===== src/rtl/alu_issue_ctrl.sv =====
// Requester-side ALU issue controller: accepts one op over valid/ready, drives the ALU,
// waits for completion (with timeout), and returns the captured result over valid/ready.
module alu_issue_ctrl #(
    parameter int unsigned WIDTH   = 32,
    parameter int unsigned SEL_W   = 5,
    parameter int unsigned MAX_SEL = 19,
    parameter int unsigned TIMEOUT = 64,
    parameter int unsigned TAG_W   = 5
) (
    input  logic             clk,
    input  logic             rst_n,

    input  logic             req_valid,
    output logic             req_ready,
    input  logic [WIDTH-1:0] req_a,
    input  logic [WIDTH-1:0] req_b,
    input  logic [SEL_W-1:0] req_sel,
    input  logic [TAG_W-1:0] req_tag,

    output logic [WIDTH-1:0] alu_A,
    output logic [WIDTH-1:0] alu_B,
    output logic [SEL_W-1:0] alu_Sel,
    input  logic [WIDTH-1:0] alu_out,
    input  logic             alu_zero,
    input  logic             alu_complete,

    output logic             rsp_valid,
    input  logic             rsp_ready,
    output logic [WIDTH-1:0] rsp_data,
    output logic             rsp_zero,
    output logic             rsp_err,
    output logic [TAG_W-1:0] rsp_tag,

    output logic             busy,
    output logic [15:0]      op_count
);

    localparam int unsigned CNT_W = $clog2(TIMEOUT);

    localparam logic [SEL_W-1:0] MaxSel  = SEL_W'(MAX_SEL);
    localparam logic [CNT_W-1:0] CntLast = CNT_W'(TIMEOUT - 1);

    localparam logic [1:0] StIdle  = 2'd0;
    localparam logic [1:0] StIssue = 2'd1;
    localparam logic [1:0] StWait  = 2'd2;
    localparam logic [1:0] StResp  = 2'd3;

    logic [1:0]       state_q, state_d;
    logic [WIDTH-1:0] alu_a_q, alu_a_d;
    logic [WIDTH-1:0] alu_b_q, alu_b_d;
    logic [SEL_W-1:0] alu_sel_q, alu_sel_d;
    logic [TAG_W-1:0] tag_q, tag_d;
    logic [WIDTH-1:0] rsp_data_q, rsp_data_d;
    logic             rsp_zero_q, rsp_zero_d;
    logic             rsp_err_q, rsp_err_d;
    logic [CNT_W-1:0] wait_cnt_q, wait_cnt_d;
    logic [15:0]      op_count_q, op_count_d;

    always_comb begin
        state_d    = state_q;
        alu_a_d    = alu_a_q;
        alu_b_d    = alu_b_q;
        alu_sel_d  = alu_sel_q;
        tag_d      = tag_q;
        rsp_data_d = rsp_data_q;
        rsp_zero_d = rsp_zero_q;
        rsp_err_d  = rsp_err_q;
        wait_cnt_d = wait_cnt_q;
        op_count_d = op_count_q;

        case (state_q)
            StIdle: begin
                if (req_valid) begin
                    tag_d = req_tag;
                    if (req_sel <= MaxSel) begin
                        alu_a_d   = req_a;
                        alu_b_d   = req_b;
                        alu_sel_d = req_sel;
                        state_d   = StIssue;
                    end else begin
                        // Illegal select never reaches the ALU; answer with an error directly.
                        rsp_data_d = '0;
                        rsp_zero_d = 1'b0;
                        rsp_err_d  = 1'b1;
                        state_d    = StResp;
                    end
                end
            end
            StIssue: begin
                // alu_complete is deliberately ignored here to skip a stale strobe.
                wait_cnt_d = '0;
                state_d    = StWait;
            end
            StWait: begin
                if (alu_complete) begin
                    rsp_data_d = alu_out;
                    rsp_zero_d = alu_zero;
                    rsp_err_d  = 1'b0;
                    state_d    = StResp;
                end else if (wait_cnt_q == CntLast) begin
                    rsp_data_d = '0;
                    rsp_zero_d = 1'b0;
                    rsp_err_d  = 1'b1;
                    state_d    = StResp;
                end else begin
                    wait_cnt_d = wait_cnt_q + 1'b1;
                end
            end
            StResp: begin
                if (rsp_ready) begin
                    state_d = StIdle;
                    if (!rsp_err_q) begin
                        op_count_d = op_count_q + 16'd1;
                    end
                end
            end
            default: begin
                state_d = StIdle;
            end
        endcase
    end

    always_ff @(posedge clk) begin
        if (!rst_n) begin
            state_q    <= StIdle;
            alu_a_q    <= '0;
            alu_b_q    <= '0;
            alu_sel_q  <= '0;
            tag_q      <= '0;
            rsp_data_q <= '0;
            rsp_zero_q <= 1'b0;
            rsp_err_q  <= 1'b0;
            wait_cnt_q <= '0;
            op_count_q <= '0;
        end else begin
            state_q    <= state_d;
            alu_a_q    <= alu_a_d;
            alu_b_q    <= alu_b_d;
            alu_sel_q  <= alu_sel_d;
            tag_q      <= tag_d;
            rsp_data_q <= rsp_data_d;
            rsp_zero_q <= rsp_zero_d;
            rsp_err_q  <= rsp_err_d;
            wait_cnt_q <= wait_cnt_d;
            op_count_q <= op_count_d;
        end
    end

    assign req_ready = (state_q == StIdle);
    assign rsp_valid = (state_q == StResp);
    assign busy      = (state_q != StIdle);
    assign alu_A     = alu_a_q;
    assign alu_B     = alu_b_q;
    assign alu_Sel   = alu_sel_q;
    assign rsp_data  = rsp_data_q;
    assign rsp_zero  = rsp_zero_q;
    assign rsp_err   = rsp_err_q;
    assign rsp_tag   = tag_q;
    assign op_count  = op_count_q;

endmodule

===== config.mk =====
export PLATFORM = sky130hd
export DESIGN_NAME = alu_issue_ctrl
export DESIGN_NICKNAME = d
export VERILOG_FILES = /design/src/rtl/alu_issue_ctrl.sv
export SDC_FILE = /design/constraint.sdc
export NUM_CORES = 1
export LEC_CHECK = 0
export CAP_MARGIN = 40
export CELL_PAD_IN_SITES_DETAIL_PLACEMENT = 0
export CELL_PAD_IN_SITES_GLOBAL_PLACEMENT = 1
export CORE_ASPECT_RATIO = 1.4
export CORE_MARGIN = 10
export CORE_UTILIZATION = 29
export CTS_CLUSTER_SIZE = 12
export DETAILED_ROUTE_END_ITERATION = 6
export GPL_TIMING_DRIVEN = 0
export HOLD_SLACK_MARGIN = 0.06
export MAX_ROUTING_LAYER = met4
export PLACE_DENSITY_LB_ADDON = 0.1
export SLEW_MARGIN = 20
export SYNTH_ARGS = -nofsm -noshare
export SYNTH_HDL_FRONTEND = slang
export SYNTH_SLANG_ARGS = --single-unit

===== constraint.sdc =====
create_clock -name clk -period 2.4 [get_ports clk]
set_clock_uncertainty 0.15 [all_clocks]
set_input_delay 0.6 -clock clk [delete_from_list [all_inputs] [get_ports clk]]
set_output_delay 0.6 -clock clk [all_outputs]
set_load 0.01 [all_outputs]

Word level (Yosys, flattened, before mapping)
Index checks and enable logic that the tools add are counted.

cells by class
  add/subtract/negate cells = 2
  order comparisons = 1
  equal/unequal tests = 10
  muxes and demuxes = 24
  bitwise operators = 1
  reductions and logical operators = 10

operator list
  operator                                                                  number
  32-bit two-way mux                                                        4
  32-bit case mux with 2 select lines                                       1
  16-bit by 1-bit adder with 16-bit output (second input constant)          1
  6-bit two-way mux                                                         2
  6-bit case mux with 2 select lines                                        1
  3-bit AND reduction                                                       4
  2-bit two-way mux                                                         5
  1-bit two-way mux                                                         8
  2-bit inequality test (second input constant)                             4
  2-bit case mux with 4 select lines                                        1
  6-bit by 1-bit adder with 6-bit output (second input constant)            1
  6-bit == test (second input constant)                                     1
  2-bit nonzero test                                                        3
  5-bit <= comparator (second input constant)                               1
  2-bit == test (second input constant)                                     2
  1-bit case mux with 2 select lines                                        2
  4-bit AND reduction                                                       1
  3-bit inequality test (second input constant)                             1
  2-bit by 1-bit == test with 1-bit output (second input constant)          1
  2-bit logical NOT                                                         1
  2-bit by 1-bit inequality test with 1-bit output (second input constant)  1
  2-bit AND reduction                                                       1
  1-bit inverter                                                            1

word-level totals
  register bits after elaboration = 132
  input port bits = 112
  output and inout port bits = 127
  word-level logic and storage cells = 58

Depth between registers and ports, before layout
  depth in word-level cells = 4
  mapped depth = 9
  mapped depth without buffers = 6

Least setup slack after synthesis
Ideal clock, no wire load.

  path type = flip-flop to flip-flop
  from = register state_q[0]
  to = register alu_a_q[27], in the netlist alu_A[27]
  setup time = 0.132 ns
  data arrival time = 1.779 ns
  data required time = 2.118 ns
  path slack = 0.339 ns
  cell stages (with the launch flop) = 10
  buffers on the path = 3
  period minus slack after synthesis = 2.061 ns
  cell sequence = dfxtp_1 inv_1 ha_1 buf_2 nand2_1 or2_2 buf_2 buf_1 nand2_1 a21oi_1

on the way
  longest elaborated chain between the ends = 2

ends and longest elaborated chain
  element                        RTL line  RTL
  start, declared                48        logic [1:0] state_q, state_d;
  start signal, assigned         125       state_q <= StIdle;
  start signal, assigned         136       state_q <= state_d;
  2-bit logical NOT              --
  named net req_ready            14        output logic req_ready,
  3-bit AND reduction (no line)  --
  end signal, assigned           137       alu_a_q <= alu_a_d;
  end, declared                  49        logic [WIDTH-1:0] alu_a_q, alu_a_d;

The timed path passes the listed nets, and every way through them passes these cells.
A chain may end at the register's enable or synchronous reset.

Worst setup path in the final report
  from = register state_q[1]
  to = output port rsp_valid

on the way
  longest elaborated chain between the ends = 1

ends and longest elaborated chain
  element        RTL line  RTL
  2-bit == test  150       assign rsp_valid = (state_q == StResp);
  end, declared  27        output logic rsp_valid,

No other way between the ends.

==> results.yml <==
synthesis:
  synth-edff-count: 0
  async_flop_share_pct: 0
  ys_ff_latch: 132
  netlist_area_um2: 4873
  synth_seq_area_share_pct: 54.22
  synthFlopType: "dfxtp_1"
  syn-num-nets: 666
  syn_inst: 547
  synth_area_per_cell_um2: 8.909
  synthDistinctLibCells: 46
  yosysWarnings: 0
sta:
  period_share_pct: 97.38
  period_needed_ns: 2.337
  maxClockFrequency_mhz: 427.9
  worst_pin_slew_ns: 0.6057
  drv_slew: 0
  finalHoldViolCount: 0
  fin_ws_ns: 0.06298
  max_slew_margin_pct: 59.62
  setup_violations: 0
setup_path:
  path_class: "reg -> out"
  arrival_ns: 1.59
  timing.critical_path.buf_inv: 1
  critPathLaunchType: "flop"
  r2r-start: "state_q[0]"
  crit_fanout: 5
  worstPathRequired_ns: 1.65
  slowest_stage: "clkdlybuf4s50_1"
  crit_family: "buffers and inverters"
  crit_chain: "ha_2 -> clkdlybuf4s50_1"
  crit_start: "state_q[1]"
  crit_path_end_kind: "primary output"
  regToRegSetupSlack_ns: 0.25
  critPathMaxStageDelay_ns: 0.57
floorplanning:
  dieArea_um2: 22460
  die_x_um: 129.6
  coreArea_um2: 16610
  num_rows: 56
  fp.dieH_um: 173.4
  pin_count: 239
  start_util_pct: 29.35
layout:
  stdcell_count: 1018
  fin_nets: 921
  seqCellArea_um2: 2645
  fill_cells: 1633
  syn_to_final_growth_pct: 67.68
  multi_input_area_um2: 2037
  diodes: 0
  post-route-util_pct: 49.21
  layout-drive-gt1-share_pct: 8.466
place:
  routabilityCongestion: 0.7618
  dpl_worst_slack_ns: -0.2907
  dp_cells: 986
  numPortBuffers: 236
  place_hpwl_mm: 13.34
global_routing:
  gr-usage-all-layers_pct: 14.92
  grt_pass1_vias: 4817
  grt_max_degree: 17
  grt_pass1_wl_mm: 25.58
  grt_overflow: 0
  antenna_found_initial: 0
clock_network:
  cts_buffers: 17
  clkSlewWorstSetupHoldPaths_ns: 0.06
  htreeDepth: 4
  cts_root_buffer: "clkbuf_16"
  clock_path_buffers: 2
  ctsHoldBuffers: 0
  clkLatencyLatePin_ns: 0.41
  cts_tree: "built"
  cts.sinks: 132
routing:
  first_iter_violations: 167
  viasPerCell: 4.636
  drc: 0
  first_pass_iters: 4
  ant_nets: 0
  wirelength_mm: 16.94
  drt-wirelength-per-cell_um: 16.64
  num_vias: 4719
pwr:
  powerDensity_nw_per_um2: 896.9
  p_sw_uw: 2040
  leakagePower_uw: 0.003002
  clkPwrFrac_pct: 39.1
  intPower_uw: 5289
  peakVddDrop_mv: 0.4649
  total_power_uw: 7329
  power_frac_seq_pct: 35.1
  swShare_pct: 27.84
  p_comb_share_pct: 25.8
worst_hold_path:
  holdCritStartpoint: "alu_A[11]"
  hp-class: "reg -> reg"
job:
  max_cap_viol_count: 0
status:
  status: "finished, final reports clean"
## per-layer routing
layer  track usage, %  up-vias  share of wire (%)
met5                -        -                  0
met4            4.370        0                1.2
met3            4.867       13                6.6
met2            26.03      150                 51
met1            15.51     2174                 41
li1                 -     2382                  -
## synth_stat cells (2+ instances only)
master / count / area (um2)
clkbuf_1: 14 / 52.55
buf_2: 11 / 55.05
ha_1: 7 / 87.58
nor4_1: 2 / 12.51
nand4_1: 7 / 43.79
xor2_1: 3 / 26.28
mux2i_1: 2 / 20.02
nor3_1: 5 / 25.02
nand3_1: 10 / 50.05
and2_1: 2 / 12.51
inv_1: 8 / 30.03
buf_1: 5 / 18.77
a22o_1: 33 / 289.0
nor2_1: 18 / 67.56
o311a_1: 2 / 20.02
xnor2_1: 7 / 61.31
or2_2: 2 / 12.51
or3_1: 3 / 18.77
nand2_1: 152 / 570.6
nand2b_1: 2 / 12.51
a21oi_1: 81 / 405.4
o21ai_0: 11 / 55.05
dfxtp_1: 132 / 2643
buf_6: 4 / 45.04
mux2_2: 3 / 33.78
## registers in the layout (all words and copies together), names as in the netlist
register	flops
alu_A	32
rsp_err	1
rsp_data	32
alu_B	32
rsp_tag	5
state_q	2
rsp_zero	1
alu_Sel	5
op_count	16
wait_cnt_q	6
## final timing paths
path | to | depth (start not counted)
worst max register to register | alu_B[28] | 9
worst min-delay path | alu_A[11] | 2
worst min register to register | alu_A[11] | 2
worst max-delay path | rsp_valid | 2
## worst min-delay path: stages (launching register included)
cell	delay (ns)
dfxtp_1	0.31
nand2_1	0.05
a21oi_1	0.05
## layout by cell type, fill, tap and decap left out, types with 2 or more instances in the layout
cell / n
buf_2: 12
clkdlybuf4s50_1: 234
dfxtp_2: 2
clkbuf_1: 15
buf_6: 4
clkbuf_8: 2
or3_1: 3
nand2_1: 151
clkinv_4: 4
dfxtp_1: 130
nand3_1: 10
mux2_2: 3
nor4_1: 2
nor3_1: 5
ha_1: 6
clkbuf_16: 17
or2_2: 2
a22o_1: 33
o21ai_0: 11
nand2b_1: 2
inv_1: 7
nand4_1: 7
a21oi_1: 81
buf_1: 2
o311a_1: 2
and2_1: 2
clkinv_2: 2
xor2_1: 3
bufinv_16: 5
mux2i_1: 2
xnor2_1: 7
nor2_1: 17
## cells by family after synthesis
| kind of cell | Yosys count | synth area share, % |
|---|---|---|
| flip-flops | 132 | 54.22 |
| adder cells (fa/ha/maj) | 7 | 1.797 |
| AND/OR/NAND/NOR | 215 | 19.44 |
| AO/OA/AOI/OAI | 136 | 17.51 |
| XOR/XNOR | 10 | 1.797 |
| multiplexers | 5 | 1.104 |
| buffers and inverters | 42 | 4.133 |
## timing repair
| item | in CTS | in global routing |
|---|---|---|
| resized for setup | 9 | 7 |
| endpoints found under the setup margin | 32 | 63 |
| buffers inserted | 0 | 0 |
## layout make-up
class / instances / area share, %
Sequential cell: 132 / 32.37
Timing Repair Buffer: 236 / 28.95
Multi-Input combinational cell: 373 / 24.93
Clock buffer: 20 / 5.589
Tap cell: 203 / 3.108
Clock inverter: 12 / 2.480
Buffer: 34 / 2.205
Inverter: 8 / 0.3675
## power groups by stage
| stage | clock network (uW) | logic (uW) | registers (uW) |
|---|---|---|---|
| after floorplan | 0 | 857 | 2700 |
| after global placement | 0 | 1870 | 2610 |
| after detailed placement | 0 | 1910 | 2620 |
| after CTS | 2940 | 1920 | 2570 |
| after global routing | 3030 | 2090 | 2610 |
| final | 2860 | 1890 | 2570 |
## through the flow
stage / setup TNS [ns] / hold WS, ns / area, um2
after floorplan: 0 / 0.3257 / 4873
after global placement: -13.15 / 0.2913 / 7490
after detailed placement: -16.70 / 0.2954 / 7490
after CTS: -0.01283 / 0.3031 / 8159
after global routing: -0.0007984 / 0.3160 / 8172
final: 0 / 0.3016 / 8172
Note: power is estimated with default switching activity, not from simulation.
